File: config.mk
export PLATFORM = sky130hd
export DESIGN_NAME = hazard_ctrl
export DESIGN_NICKNAME = d
export VERILOG_FILES = /design/src/rtl/hazard_ctrl.sv
export SDC_FILE = /design/constraint.sdc
export NUM_CORES = 1
export LEC_CHECK = 0
export CELL_PAD_IN_SITES_DETAIL_PLACEMENT = 2
export CELL_PAD_IN_SITES_GLOBAL_PLACEMENT = 2
export CORE_MARGIN = 2
export CORE_UTILIZATION = 30
export DETAILED_ROUTE_END_ITERATION = 10
export HOLD_SLACK_MARGIN = 0.15
export PLACE_DENSITY_LB_ADDON = 0.1
export SLEW_MARGIN = 20
export SYNTH_ARGS = -nofsm -noshare
export SYNTH_HDL_FRONTEND = slang
export SYNTH_SLANG_ARGS = --single-unit
File: constraint.sdc
create_clock -name clk -period 2 [get_ports clk]
set_input_delay 0.3 -clock clk [delete_from_list [all_inputs] [get_ports clk]]
set_output_delay 0.3 -clock clk [all_outputs]
set_load 0.02 [all_outputs]
File: src/rtl/hazard_ctrl.sv
// Pipeline hazard controller: load-use stall, branch/jump flush and
// data-memory wait/timeout freeze for a 5-stage in-order pipeline.
module hazard_ctrl #(
  parameter int CNT_W   = 16,
  parameter int MEM_TMO = 255
) (
  input  logic             clk,
  input  logic             rst_n,
  input  logic [4:0]       id_rs,
  input  logic [4:0]       id_rt,
  input  logic             id_uses_rt,
  input  logic             id_nop,
  input  logic             id_j,
  input  logic             ex_lw,
  input  logic [4:0]       ex_rt,
  input  logic             ex_br_taken,
  input  logic             mem_req,
  input  logic             mem_ready,
  input  logic             err_clr,
  output logic             pc_en,
  output logic             ifid_en,
  output logic             idex_en,
  output logic             exmem_en,
  output logic             memwb_en,
  output logic             ifid_flush,
  output logic             idex_flush,
  output logic             tmo_err,
  output logic [1:0]       state,
  output logic [CNT_W-1:0] stall_cnt,
  output logic [CNT_W-1:0] flush_cnt
);

  localparam int WCNT_W = (MEM_TMO < 2) ? 1 : $clog2(MEM_TMO + 1);
  localparam logic [WCNT_W-1:0] WCNT_ONE = WCNT_W'(1);
  localparam logic [WCNT_W-1:0] WCNT_TMO = WCNT_W'(MEM_TMO);

  typedef enum logic [1:0] {
    RUN     = 2'd0,
    MEMWAIT = 2'd1,
    ERR     = 2'd2
  } state_t;

  state_t            cur_state;
  state_t            nxt_state;
  logic [WCNT_W-1:0] wcnt;
  logic [WCNT_W-1:0] wcnt_nxt;
  logic              tmo_nxt;
  logic              mem_stall;
  logic              freeze;
  logic              load_use;
  logic              stall_evt;

  function automatic logic [CNT_W-1:0] sat_inc(input logic [CNT_W-1:0] v);
    return (&v) ? v : v + CNT_W'(1);
  endfunction

  function automatic logic lu_hit(
    input logic       lw,
    input logic [4:0] dst,
    input logic       nop,
    input logic [4:0] rs,
    input logic [4:0] rt,
    input logic       uses_rt
  );
    return lw && (dst != 5'd0) && !nop &&
           ((dst == rs) || (uses_rt && (dst == rt)));
  endfunction

  assign mem_stall = mem_req && !mem_ready;
  assign freeze    = (cur_state != RUN) || mem_stall;
  assign load_use  = lu_hit(ex_lw, ex_rt, id_nop, id_rs, id_rt, id_uses_rt);
  // A taken branch squashes the dependent instruction, so no stall is counted.
  assign stall_evt = freeze || (load_use && !ex_br_taken);
  assign state     = cur_state;

  always_ff @(posedge clk or negedge rst_n) begin
    if (!rst_n) begin
      cur_state <= RUN;
      wcnt      <= '0;
      tmo_err   <= 1'b0;
      stall_cnt <= '0;
      flush_cnt <= '0;
    end else begin
      cur_state <= nxt_state;
      wcnt      <= wcnt_nxt;
      tmo_err   <= tmo_nxt;
      if (stall_evt)  stall_cnt <= sat_inc(stall_cnt);
      if (ifid_flush) flush_cnt <= sat_inc(flush_cnt);
    end
  end

  always_comb begin
    nxt_state = cur_state;
    wcnt_nxt  = wcnt;
    tmo_nxt   = tmo_err;
    unique case (cur_state)
      RUN: begin
        if (mem_stall) begin
          nxt_state = MEMWAIT;
          wcnt_nxt  = WCNT_ONE;
        end
      end
      MEMWAIT: begin
        if (mem_ready) begin
          nxt_state = RUN;
          wcnt_nxt  = '0;
        end else if (wcnt == WCNT_TMO) begin
          nxt_state = ERR;
          tmo_nxt   = 1'b1;
        end else begin
          wcnt_nxt  = wcnt + WCNT_ONE;
        end
      end
      ERR: begin
        if (err_clr) begin
          nxt_state = RUN;
          wcnt_nxt  = '0;
          tmo_nxt   = 1'b0;
        end
      end
      default: begin
        nxt_state = RUN;
        wcnt_nxt  = '0;
        tmo_nxt   = 1'b0;
      end
    endcase
  end

  // Freeze holds every stage, including a pending taken branch in EX.
  always_comb begin
    pc_en      = 1'b0;
    ifid_en    = 1'b0;
    idex_en    = 1'b0;
    exmem_en   = 1'b0;
    memwb_en   = 1'b0;
    ifid_flush = 1'b0;
    idex_flush = 1'b0;
    if (!freeze) begin
      pc_en    = 1'b1;
      ifid_en  = 1'b1;
      idex_en  = 1'b1;
      exmem_en = 1'b1;
      memwb_en = 1'b1;
      if (ex_br_taken) begin
        ifid_flush = 1'b1;
        idex_flush = 1'b1;
      end else if (load_use) begin
        pc_en      = 1'b0;
        ifid_en    = 1'b0;
        idex_flush = 1'b1;
      end else if (id_j) begin
        ifid_flush = 1'b1;
      end
    end
  end

endmodule

; Yosys cells after proc, flatten, opt, wreduce, memory -nomap -nowiden
; Index checks and enable logic that the tools add are counted.
[totals]
ff_bits = 43
input_bits = 25
output_inout_bits = 42
word_cells = 69
[classes]
n_addsub = 3
n_eq_ne = 11
n_mux = 25
bitwise = 3
n_reduce_logical = 22
[ops]
columns = operator, n
row1 = $add 16x1->16 const B, 2
row2 = $mux 8, 4
row3 = $reduce_and 16->1, 2
row4 = $pmux 8 s3, 1
row5 = $mux 1, 14
row6 = $eq 5x5->1, 2
row7 = $add 8x1->8 const B, 1
row8 = $eq 8x8->1 const B, 1
row9 = $mux 2, 4
row10 = $ne 2x2->1 const B, 4
row11 = $logic_and 1x1->1, 6
row12 = $ne 3x3->1 const B, 2
row13 = $pmux 2 s3, 1
row14 = $reduce_and 3->1, 2
row15 = $reduce_bool 5->1, 1
row16 = $reduce_and 2->1, 2
row17 = $reduce_and 4->1, 1
row18 = $logic_not 1->1, 3
row19 = $logic_or 1x1->1, 3
row20 = $not 1->1, 3
row21 = $pmux 1 s3, 1
row22 = $eq 2x1->1 const B, 1
row23 = $eq 2x2->1 const B, 1
row24 = $logic_not 2->1, 1
row25 = $reduce_bool 2->1, 1

; Depth between registers and ports, before layout
[logic_depth]
ltp_word = 8
mapped_depth = 8
mapped_depth_nobuf = 7

; Worst setup path after synthesis
; OpenSTA, ideal clock, no wires.
[synth_timing]
kind = register to register
from = register cur_state[1], in the netlist state[1]
to = register flush_cnt[6]
setup_ns = 0.125
arrival_ns = 1.949
t_required_ns = 1.875
path_slack_ns = -0.074
stages_incl_launch_ff = 8
path_buffers = 1
period_less_slack_ns = 2.074
cell_sequence = dfrtp_1 -> buf_6 -> or3_4 -> inv_2 -> o21ai_1 -> a21o_4 -> nor3_1 -> mux2_2
[synth_via]
elab_chain_len = 4
[synth_lines]
columns = element, line_no
row1 = start: declaration, 43  ; state_t cur_state;
row2 = start signal: assignment, 84  ; cur_state <= nxt_state;
row3 = $reduce_bool 2->1, 70  ; assign freeze = (cur_state != RUN) || mem_stall;
row4 = $logic_or 1x1->1, 70
row5 = $mux 1, 138  ; if (!freeze) begin
row6 = $reduce_and 2->1 (no line), -
row7 = end signal: assignment, 88  ; if (ifid_flush) flush_cnt <= sat_inc(flush_cnt);
row8 = end: declaration, 30  ; output logic [CNT_W-1:0] flush_cnt
; Every way passes these cells.
; A chain may end at the register's enable or synchronous reset.

; Worst setup path after layout
[layout_timing]
from = input port id_rs[2]
to = output port idex_flush
[layout_via]
elab_chain_len = 6
[layout_lines]
columns = element, line_no
row1 = start: declaration, 9  ; input logic [4:0] id_rs,
row2 = $eq 5x5->1, 66  ; ((dst == rs) || (uses_rt && (dst == rt)));
row3 = $logic_or 1x1->1, 66
row4 = $logic_and 1x1->1, 65  ; return lw && (dst != 5'd0) && !nop &&
row5 = $mux 1, 147  ; end else if (load_use) begin
row6 = $mux 1, 144  ; if (ex_br_taken) begin
row7 = $mux 1, 138
row8 = end: declaration, 26  ; output logic idex_flush,
; Every way passes these cells.

==> results.yml <==
status:
  run_status: "complete, no violations"
power:
  power.leakage_uw: 0.00159
  vdd_drop_max_v: 0.000463
  pwr_density_cell_mw_per_mm2: 818
cells_and_area:
  post_route_cells_drive_above_1_share_pct: 27.6
  multiInputGateArea_mm2: 0.00139
  final_area_mm2: 0.00369
  layout.cells.non_filler: 446
  antenna-diode-count: 0
  fin_nets: 368
  syn_to_final_growth_pct: 49.9
  area.sequential_mm2: 0.00108
  nFillCells: 887
logic_synthesis:
  yosys.cell_types.count: 47
  yosys-top-cells-count: "dfrtp_1 (43), xnor2_1 (25), nand2_1 (20), nor2_1 (20), xor2_1 (16)"
  post_synth_instance_area_mm2: 0.00246
  share_of_synthesized_registers_carrying_an_async_set_or_reset_pct: 100
  synth_edf_count: 0
  synth.yosys.seq_area_share_pct: 43.7
  synthFlopType: "dfrtp_1"
  top_area_cell_type_share_of_the_netlist_area_pct: 43.7
  synthesis.nets: 262
  synth_cells: 234
  ys_warn_count: 0
  postSynthAreaPerCell_um2: 10.5
  synth_seq_cells: 43
  yosys-top-cells-area: "dfrtp_1 (44%), xnor2_1 (8.9%), xor2_1 (5.7%)"
  synth_top_area_cell: "dfrtp_1"
  synth_most_common_cell: "dfrtp_1"
timing:
  finalSetupViolations: 0
  max_slew_vio_count: 0
  timing.fmax_mhz: 517
  finClkSkew_ps: 6.44
  tightest_slew_ps: 465
  maxSlewHeadroom_pct: 69.0
  finalWorstPathRequiredPeriod_ps: 1930
  final_hold_viol_count: 0
  setup_repair_after_global_routing_missed_its_margin: "true"
  hold_ws_ps: 420
  post-route-period-util_pct: 96.7
setup_path:
  critPathKind: "in2out"
  critical_path.startpoint_type: "input pin"
  worstPathMaxFanout: 4
  critical_path_arrival_ps: 1630
  critical_path_rt_ps: 1700
  timing.critical_path.to_type: "primary output"
place:
  placed_area_mm2: 0.00351
  port-buffer-count: 66
  detailedPlacementHpwl_um: 5460
  dp_cells: 436
  place.gp.congestion: 0.713
grt:
  initial_antenna_violation_count: 0
  grt_start_max_net_pins: 44
  total_grt_overflow: 0
  first_global_vias: 2409
  grt_pass1_wl_um: 11900
  grtUsageTotal_pct: 17.2
die:
  floorplan.die_area_mm2: 0.00895
  top_level_ports: 67
  initial_core_util_pct: 30.4
  die-width_um: 94.6
  die_height_um: 94.6
  placementRows: 33
  core-area_mm2: 0.00809
detailed_routing:
  route.vias.total: 2157
  dr.pass1.iters: 3
  routed_wl_um: 7150
  ant_nets: 0
  detail_route.drc_violations: 0
  initialDrtViolationCount: 26
  detail_route.wl_per_cell_um: 16.0
  avgViaCountPerCell: 4.84
cts:
  cts_num_sinks: 43
  clock_latency_ps: 300
  cts-root-buf: "clkbuf_8"
  clk_transition_reported_paths_ps: 80
  tritoncts: "built"
  clock_path_buffers: 2
  clock_tree.htree_level_count: 2
  cts_inserted_buffers: 5
run:
  timing.max_cap.violations: 0
worst_hold_path:
  worst_hold_path_type: "in2reg"
-- final timing paths --
check,from,slack [ps],end,cells after the start
worst max-delay path,id_rs[2],70,idex_flush,8
worst min-delay path,mem_ready,420,state[0],3
worst max register to register,state[0],100,flush_cnt[6],7
worst min register to register,tmo_err,490,tmo_err,2
max in group asynchronous,rst_n,1250,state[1],3
min in group asynchronous,rst_n,520,stall_cnt[14],3
-- per-stage QoR --
step / total power (µW) / worst slack [ps] / TNS, ps / utilization (%)
after floorplan: 1800 / 5.00 / 0 / -
after global placement: 2440 / -585 / -12340 / 43.4
after detailed placement: 2480 / -607 / -14340 / 43.4
after CTS: 3060 / 15.6 / 0 / 45.1
after global routing: 3220 / -21.9 / -22.3 / 45.6
final: 3020 / 65.5 / 0 / 45.6
-- power by group --
part,switching (µW),internal (µW)
logic,628,629
registers,176,1030
clock network,310,245
-- layer usage --
layer	wire (µm)	part of all wire (%)	vias up	GRT usage, %
met4	74	1.0	0	4.35
met3	349	4.9	6	3.83
met1	3070	43	1067	20.3
li1	-	-	1033	-
met5	0	0	-	0
met2	3660	51	51	31.5
-- worst max-delay path, cell delays in order --
cell             delay, ps
clkdlybuf4s50_1        480
xnor2_1                120
nand2_1                 80
o22ai_2                170
buf_6                  150
a21oi_1                 60
nor2_1                 120
buf_4                  160
-- area by class of cell --
| class | instances | area share, % |
|---|---|---|
| multi-input cells | 179 | 37.7 |
| flip-flops and latches | 43 | 29.2 |
| well taps | 105 | 3.56 |
| repair buffers | 106 | 26.6 |
| clock inverters | 2 | 0.339 |
| clock buffers | 6 | 1.97 |
| inverters | 5 | 0.576 |
-- state kept, by name, indices dropped and copies added (netlist names) --
signal	cells
flush_cnt	16
wcnt	8
tmo_err	1
state	2
stall_cnt	16
-- cell families (layout without fill, tap and decap cells) --
logic type,Yosys count,count (layout),share of synthesized area [%]
adder cells (fa/ha/maj),3,3,1.52
buffers and inverters,12,119,3.56
AO/OA/AOI/OAI,22,22,6.86
XOR/XNOR,41,41,14.6
multiplexers,5,5,2.29
flip-flops,43,43,43.7
AND/OR/NAND/NOR,108,108,27.5
-- placed cells by master, fill, tap and decap left out, types with 5 or more instances in the layout --
master | Yosys | final
buf_4 | 3 | 35
clkbuf_8 | 0 | 5
clkdlybuf4s50_1 | 0 | 43
dfrtp_1 | 43 | 42
dlygate4sd2_1 | 0 | 17
nand2_1 | 20 | 20
nand3_1 | 15 | 15
nand3_2 | 7 | 7
nand4_1 | 12 | 12
nor2_1 | 20 | 20
nor3_4 | 4 | 7
o21ai_0 | 5 | 5
xnor2_1 | 25 | 21
xor2_1 | 16 | 16
-- repair_timing --
action / in CTS / in global routing
setup endpoints to repair: 20 / 8
cloned: 0 / 0
setup buffers: 1 / 0
hold endpoints to repair: 43 / 0
hold buffers: 1 / 0
resized for setup: 49 / 8
pin swaps: 9 / 4
(Power assumes the default switching activity.)
==> variant, RTL diff (same flow settings) <==
The parameter `CNT_W` goes from 16 to 32.
--- a/src/rtl/hazard_ctrl.sv
+++ b/src/rtl/hazard_ctrl.sv
@@ -3,3 +3,3 @@
 module hazard_ctrl #(
-  parameter int CNT_W   = 16,
+  parameter int CNT_W   = 32,
   parameter int MEM_TMO = 255
Ports: changed (resized flush_cnt and stall_cnt); port bits go from 67 to 99. No check against the original RTL was run, so the function may have changed too.
==> variant against the original RTL <==
The run now ends with setup timing left; sequential power increased by 77%; worst hold slack got worse by 24 ps; global-route usage increased by 4.7 points; setup slack got worse by 360 ps; clock skew increased by 7.2 ps; routed wire length increased to 2.7 times the old value; sequential cell count increased by 32; synthesized area increased by 62%; sequential share of layout area decreased by 3.0 points; fmax decreased by 16%; final area increased by 97%; total power increased to 2.5 times the old value; via count increased by 86%; combinational power increased to 2.9 times the old value; critical path type is now reg2reg; largest cell class unchanged; largest power group unchanged.
==> variant: results (changes against the original RTL) <==
| Metric | Value |
|---|---|
| Setup crit end | `flush_cnt[30]$_DFFE_PN0P_` |
| Final Worst Setup Slack | `-293 ps (-359 ps)` |
| Failing checks | `setup timing` |
| Critical Path Max Stage Delay | `590 ps (+110 ps)` |
| Root Buffer | `clkbuf_16` |
| Via density | `5.11 (+5.7%)` |
| Biggest regs | `flush_cnt: 32 flops, stall_cnt: 32 flops, wcnt: 8 flops` |
| DRT Wirelength | `19.0 mm (+170%)` |
| First-pass GRT wire length | `24.4 mm (+110%)` |
| Routed length per instance | `24.2 um (+51%)` |
| Leak | `3.04 nW (+92%)` |
| Distinct cells, synth | `51 (+8.5%)` |
| Status | `finished with violations` |
| CP delay by family, top | `simple AND/OR/NAND/NOR gates` |
| Vias in the first global route | `4515 (+87%)` |
| Synth-to-Final Area Change | `82.5%` |
| Cells after Synth | `395 (+69%)` |
| Worst-Skew Late Latency | `360 ps (+60 ps)` |
| CP arrival | `2530 ps (+900 ps)` |
| Total GRT Usage | `0.219 (+0.0468)` |
| P_int | `4.64 mW (+140%)` |
| Max H-tree Level | `3 (+1)` |
| Drt first pass iters | `4 (+1)` |
| Final net count | `634 (+72%)` |
| Final Setup Violations | `47 (+47)` |
| Critical Path Source | `flush_cnt[0]$_DFFE_PN0P_` |
| Largest net degree at the start of global routing | `32 (-27%)` |
| DP Wirelength | `10.2 mm (+87%)` |
| Worst hold margin | `396 ps (-24.3 ps)` |
| 1st-iter DRT viols | `142 (+450%)` |
| Peak supply drop | `0.000702 V (+52%)` |
| Worst-path fanout max | `2 (-2)` |
| Hold WC Path Type | `in2async` |
| Seq pwr | `2.14 mW (+77%)` |
| Placed Instance Area | `0.00584 mm^2 (+66%)` |
| P_comb | `3.71 mW (+190%)` |
-- variant: cell types whose count changed after synthesis, moves of 5 or more --
cell      before  now
nand3_1       15   20
nor3_1         6   26
o21ai_0        5   11
nor4_1         1   24
xor2_1        16   68
nand2_1       20   41
buf_2          0    5
and3_1         4   20
dfrtp_1       43   75
nand3_2        7    1
xnor2_1       25    3
nor4_2         0    5
clkbuf_1       1    6
-- variant: worst register-to-register path, delay by kind of cell (launching register included) --
kind                     cells  cell delay (ps)
flip-flops                   1              400
AND/OR/NAND/NOR              4             1030
multiplexers                 1              320
adder cells (fa/ha/maj)      1              150
buffers and inverters        2              280
-- variant: what timing repair did --
action,in CTS,in global routing
hold buffers,1,0
hold endpoints to repair,20,0
endpoints found under the setup margin,71,68
gates cloned,0,5
pin swaps,17,60
resized for setup,101,101
buffers inserted,10,19
-- variant: metal layers --
metal / part of all wire / GRT usage / wire length, um / vias to the layer above
met5: 0 / 0 / 0 / -
met4: 0.017 / 0.0875 / 316 / 0
met3: 0.029 / 0.0402 / 557 / 23
met2: 0.57 / 0.403 / 10900 / 90
met1: 0.38 / 0.248 / 7260 / 2094
li1: - / - / - / 1815
-- variant: final cells by class --
cell class,count,area share
multi-input combinational,297,0.370
timing repair buffer,218,0.292
sequential,75,0.262
clock buffer,12,0.0366
tap,176,0.0302
clock inverter,4,0.00653
inverter,5,0.00258
-- variant: cells by family after synthesis --
family                     count (synthesis)  share of synthesized area
and+or+nand+nor                          193                      0.275
adders and majority gates                  3                    0.00941
xor gates and xnor gates                  71                      0.156
DFF                                       75                      0.470
buffers and inverters                     23                     0.0336
AOI/OAI and AO/OA                         27                     0.0461
muxes                                      3                    0.00941
